<file path="config.mk">
export PLATFORM = sky130hd
export DESIGN_NAME = fifo_rd_stream_flat
export DESIGN_NICKNAME = d
export VERILOG_FILES = /design/src/rtl/fifo_rd_stream_if.sv /design/src/rtl/fifo_rd_stream.sv /design/src/flat_wrapper.sv
export SDC_FILE = /design/constraint.sdc
export NUM_CORES = 1
export LEC_CHECK = 0
export ABC_AREA = 1
export CORE_ASPECT_RATIO = 1.1
export CORE_MARGIN = 1
export CORE_UTILIZATION = 40
export CTS_CLUSTER_SIZE = 24
export DETAILED_ROUTE_END_ITERATION = 8
export PLACE_DENSITY_LB_ADDON = 0.15
export REMOVE_ABC_BUFFERS = 1
export SETUP_SLACK_MARGIN = 0.1
export SLEW_MARGIN = 0
export SYNTH_ARGS = -nofsm -noshare
export SYNTH_HDL_FRONTEND = slang
export SYNTH_SLANG_ARGS = --single-unit
</file>
<file path="constraint.sdc">
create_clock -name R_CLK -period 2.4 [get_ports R_CLK]
set_input_delay 0.48 -clock R_CLK [delete_from_list [all_inputs] [get_ports R_CLK]]
set_output_delay 0.48 -clock R_CLK [all_outputs]
set_load 0.03 [all_outputs]
</file>
<file path="src/rtl/fifo_rd_stream_if.sv">
// Output stream of the FIFO read-side consumer: registered valid/ready with data.
// The master drives data/valid, the slave drives ready.
interface fifo_rd_stream_if #(
    parameter int DATA_WIDTH = 8
);
    logic [DATA_WIDTH-1:0] O_DATA;
    logic                  O_VALID;
    logic                  O_READY;

    // A word transfers on a rising edge where O_VALID and O_READY are both 1.
    // Once O_VALID rises, O_VALID and O_DATA hold until that transfer (or a flush).
    modport master (
        output O_DATA,
        output O_VALID,
        input  O_READY
    );

    modport slave (
        input  O_DATA,
        input  O_VALID,
        output O_READY
    );
endinterface

</file>
<file path="src/rtl/fifo_rd_stream.sv">
// Read-domain consumer: drains the async FIFO into a 2-entry registered
// valid/ready buffer and keeps a saturating count of delivered words.
module fifo_rd_stream #(
    parameter int DATA_WIDTH = 8,
    parameter int CNT_WIDTH  = 16
) (
    input  logic                  R_CLK,
    input  logic                  R_RST,
    input  logic                  R_EMPTY,
    input  logic [DATA_WIDTH-1:0] RD_DATA,
    output logic                  R_INC,
    input  logic                  FLUSH,
    fifo_rd_stream_if.master      o_stream,
    output logic [CNT_WIDTH-1:0]  O_WORDS,
    output logic [1:0]            DBG_COUNT
);

    typedef enum logic [1:0] {
        OCC_EMPTY = 2'd0,
        OCC_ONE   = 2'd1,
        OCC_FULL  = 2'd2
    } occ_t;

    occ_t                  count, count_d;
    logic [DATA_WIDTH-1:0] slot0, slot0_d;
    logic [DATA_WIDTH-1:0] slot1, slot1_d;
    logic                  push;
    logic                  pop_out;
    logic                  valid;

    // State register
    always_ff @(posedge R_CLK or negedge R_RST) begin
        if (!R_RST) begin
            count <= OCC_EMPTY;
            slot0 <= '0;
            slot1 <= '0;
        end else begin
            count <= count_d;
            slot0 <= slot0_d;
            slot1 <= slot1_d;
        end
    end

    // Next-state logic; flush wins over any push or pop in the same cycle
    always_comb begin
        count_d = count;
        slot0_d = slot0;
        slot1_d = slot1;
        if (FLUSH) begin
            count_d = OCC_EMPTY;
        end else begin
            case (count)
                OCC_EMPTY: begin
                    if (push) begin
                        slot0_d = RD_DATA;
                        count_d = OCC_ONE;
                    end
                end
                OCC_ONE: begin
                    if (push && pop_out) begin
                        slot0_d = RD_DATA;
                    end else if (push) begin
                        slot1_d = RD_DATA;
                        count_d = OCC_FULL;
                    end else if (pop_out) begin
                        count_d = OCC_EMPTY;
                    end
                end
                OCC_FULL: begin
                    if (pop_out) begin
                        slot0_d = slot1;
                        count_d = OCC_ONE;
                    end
                end
                default: count_d = OCC_EMPTY;
            endcase
        end
    end

    // Outputs: R_INC depends only on registers, R_EMPTY and FLUSH, never on O_READY
    always_comb begin
        valid   = (count != OCC_EMPTY);
        R_INC   = !R_EMPTY && (count != OCC_FULL) && !FLUSH;
        push    = R_INC;
        pop_out = valid && o_stream.O_READY;
    end

    assign o_stream.O_VALID = valid;
    assign o_stream.O_DATA  = slot0;
    assign DBG_COUNT        = count;

    // Counts every completed transfer, including one coinciding with a flush
    always_ff @(posedge R_CLK or negedge R_RST) begin
        if (!R_RST) begin
            O_WORDS <= '0;
        end else if (pop_out && (O_WORDS != {CNT_WIDTH{1'b1}})) begin
            O_WORDS <= O_WORDS + CNT_WIDTH'(1);
        end
    end

endmodule

</file>
<file path="src/flat_wrapper.sv">
// flat-port wrapper written by rule: the top's interface ports become plain ports
module fifo_rd_stream_flat 
#(
    parameter int DATA_WIDTH = 8,
    parameter int CNT_WIDTH  = 16
)
  (R_CLK, R_RST, R_EMPTY, RD_DATA, R_INC, FLUSH, O_WORDS, DBG_COUNT, o_stream_O_DATA, o_stream_O_VALID, o_stream_O_READY);
  fifo_rd_stream_if #(.DATA_WIDTH(DATA_WIDTH)) o_stream_i ();
  input  logic R_CLK;
  input  logic R_RST;
  input  logic R_EMPTY;
  input  logic [DATA_WIDTH-1:0] RD_DATA;
  output logic R_INC;
  input  logic FLUSH;
  output logic [CNT_WIDTH-1:0] O_WORDS;
  output logic [1:0] DBG_COUNT;
  output wire logic [$bits(o_stream_i.O_DATA)-1:0] o_stream_O_DATA;
  output wire logic [$bits(o_stream_i.O_VALID)-1:0] o_stream_O_VALID;
  input wire logic [$bits(o_stream_i.O_READY)-1:0] o_stream_O_READY;
  assign o_stream_O_DATA = o_stream_i.O_DATA;
  assign o_stream_O_VALID = o_stream_i.O_VALID;
  assign o_stream_i.O_READY = o_stream_O_READY;
  fifo_rd_stream #(.DATA_WIDTH(DATA_WIDTH), .CNT_WIDTH(CNT_WIDTH)) u_core (.R_CLK(R_CLK), .R_RST(R_RST), .R_EMPTY(R_EMPTY), .RD_DATA(RD_DATA), .R_INC(R_INC), .FLUSH(FLUSH), .o_stream(o_stream_i), .O_WORDS(O_WORDS), .DBG_COUNT(DBG_COUNT));
endmodule
</file>
==> impl_metrics.json <==
{
  "clockBufferDepth": 2,
  "path_cells": "nor2_4, inv_1, clkdlybuf4s50_1",
  "port_buffers": 40,
  "numCtsBuffers": 5,
  "grt_pass1_vias": 1528,
  "wire_per_inst_um": 11.1,
  "postCtsSetupBuffers": 0,
  "async_flop_share": 1.00,
  "dr.first_iter.drc_count": 119,
  "cp-start-kind": "flop",
  "gr-total-overflow": 0,
  "finalPower_uw": 2190,
  "yosysWarnings": 0,
  "drt.antenna.violating_nets": 0,
  "cts_tree": "done",
  "wl_um": 3980,
  "hold_buffers": 0,
  "grt_max_degree": 35,
  "via_per_inst": 4.78,
  "finalSetupTns_ps": 0,
  "cap_viol_max_count": 0,
  "cpPeakStageDelay_ps": 660,
  "fin_util": 0.527,
  "clkSinkCount": 34,
  "clock.fmax_ghz": 0.473,
  "crit_fanout": 7,
  "cp-end-kind": "primary output",
  "track_usage": 0.179,
  "slowest_stage": "clkdlybuf4s50_1",
  "rows": 26,
  "root_buffer": "clkbuf_8",
  "grt_pass1_wl_um": 6800,
  "finalCritPeriodShare": 0.882,
  "clk_latency_ps": 280,
  "core_um2": 4620,
  "cts.clk_slew.worst_paths_ps": 70,
  "cp.required_ps": 1920,
  "hpwlAfterDp_um": 2820,
  "relSlewSlack": 0.709,
  "p_leak_uw": 0.00113,
  "hold_class": "reg -> reg",
  "synth_flop_cell": "dfrtp_1",
  "avgSynthCellArea_um2": 7.47,
  "die_area_um2": 5060,
  "die_width_um": 67.9,
  "synth_edf_count": 0,
  "fin_skew_ps": 6.10,
  "yosysUniqueCellTypes": 23,
  "htree_num_levels": 2,
  "hold_viol": 0,
  "start_util": 0.414,
  "syn_inst": 256,
  "worstPathArrival_ps": 1640,
  "worst_pin_slew_ps": 437,
  "setup_viol": 0,
  "ir_worst_vdd_mv": 0.540,
  "synth_seq_cells": 34,
  "hold_slack_ps": 471,
  "fin_crit_ps": 2120,
  "post_cts_resized": 0,
  "status": "finished, final reports clean",
  "drive_gt1_frac": 0.0864,
  "rsz0062_at_grt": "false",
  "dr.pass1.iters": 4,
  "ys_seq_area_frac": 0.445,
  "ios": 41,
  "drc": 0,
  "die_y_um": 74.5,
  "nets": 315,
  "path_class": "reg -> out",
  "antenna_found_initial": 0,
  "vias": 1706,
  "n_antenna_cell": 0,
  "power.density_nw_per_um2": 899,
  "synth_area_um2": 1910,
  "maxSlewViolCount": 0,
  "place.gp.congestion": 0.793,
  "area_delta_synth_final_pct": 27.3
}
state kept, by name, summed over array words and instances (netlist names):
register and count:
u_core.slot1 8, u_core.DBG_COUNT 2, u_core.O_WORDS 16, u_core.o_stream.O_DATA 8
power breakdown:
group / leakage [uW] / switching [uW] / internal [uW] / total (uW)
sequential: 0.000441 / 130 / 747 / 877
combinational: 0.000643 / 549 / 364 / 914
clock: 0.0000438 / 204 / 195 / 398
total: 0.00113 / 883 / 1310 / 2190
layout make-up:
type | count | area (um^2)
repair buffers | 42 | 413
multi-input cells | 186 | 903
inverters | 32 | 120
flip-flops and latches | 34 | 851
clock buffers | 5 | 68.8
fillers | 464 | 2180
clock inverters | 2 | 10.0
well taps | 56 | 70.1
metal layers:
metal / GRT usage / share of wire / wire length, um / vias to the layer above
met5: 0 / 0 / 0 / -
met4: 0.0625 / 0.011 / 45 / 0
met3: 0.0475 / 0.037 / 148 / 5
met2: 0.292 / 0.47 / 1890 / 31
met1: 0.228 / 0.48 / 1900 / 775
li1: - / - / - / 895
cell families after synthesis:
kind of cell | Yosys count | synth area share
mux | 1 | 0.00523
flops | 34 | 0.445
xor+xnor | 7 | 0.0320
compound gates | 29 | 0.0850
simple gates | 148 | 0.343
fa+ha+maj | 1 | 0.00654
buf+inv | 36 | 0.0831
critical path, delay by kind of cell, from the launching register on:
kind,cells,cell delay (ps)
AND/OR/NAND/NOR,1,90
flip-flops,1,520
buffers and inverters,2,740
per-stage QoR:
| step | cells | setup WS, ps | area (um^2) |
|---|---|---|---|
| 2_1_floorplan | 252 | 726 | 1870 |
| 3_3_place_gp | 350 | 396 | 2360 |
| 3_5_place_dp | 350 | 372 | 2360 |
| 4_1_cts | 357 | 261 | 2440 |
| 5_1_grt | 357 | 184 | 2440 |
| 6_report | 357 | 284 | 2440 |
cell usage after synthesis (all sizes together) (4+ instances only):
cell type    n  area [um^2]
nor2        25          111
nand4        9         56.3
nand3       13         70.1
buf          4         38.8
inv         32          120
nand2      100          403
dfrtp       34          851
xnor2        7         61.3
o21ai       27          150
worst paths after layout:
| path | slack, ps | cells after the start | from | endpoint |
|---|---|---|---|---|
| worst max-delay path | 280 | 3 | u_core.DBG_COUNT[0] | o_stream_O_VALID |
| worst min-delay path | 470 | 2 | u_core.slot1[7] | u_core.slot1[7] |
| worst max register to register | 700 | 8 | u_core.O_WORDS[0] | u_core.O_WORDS[10] |
| worst min register to register | 470 | 2 | u_core.slot1[7] | u_core.slot1[7] |
| max in group asynchronous | 1490 | 2 | R_RST | u_core.o_stream.O_DATA[6] |
| min in group asynchronous | 600 | 2 | R_RST | u_core.O_WORDS[8] |
layout by cell type, fill, tap and decap left out, drive strengths merged:
| cell | instances |
|---|---|
| a21oi | 1 |
| buf | 3 |
| clkbuf | 5 |
| clkdlybuf4s50 | 39 |
| clkinv | 2 |
| dfrtp | 34 |
| ha | 1 |
| inv | 32 |
| mux2i | 1 |
| nand2 | 100 |
| nand3 | 13 |
| nand4 | 9 |
| nor2 | 25 |
| nor3 | 1 |
| o21ai | 27 |
| o31ai | 1 |
| xnor2 | 7 |
Power figures use the tool's default switching activity.
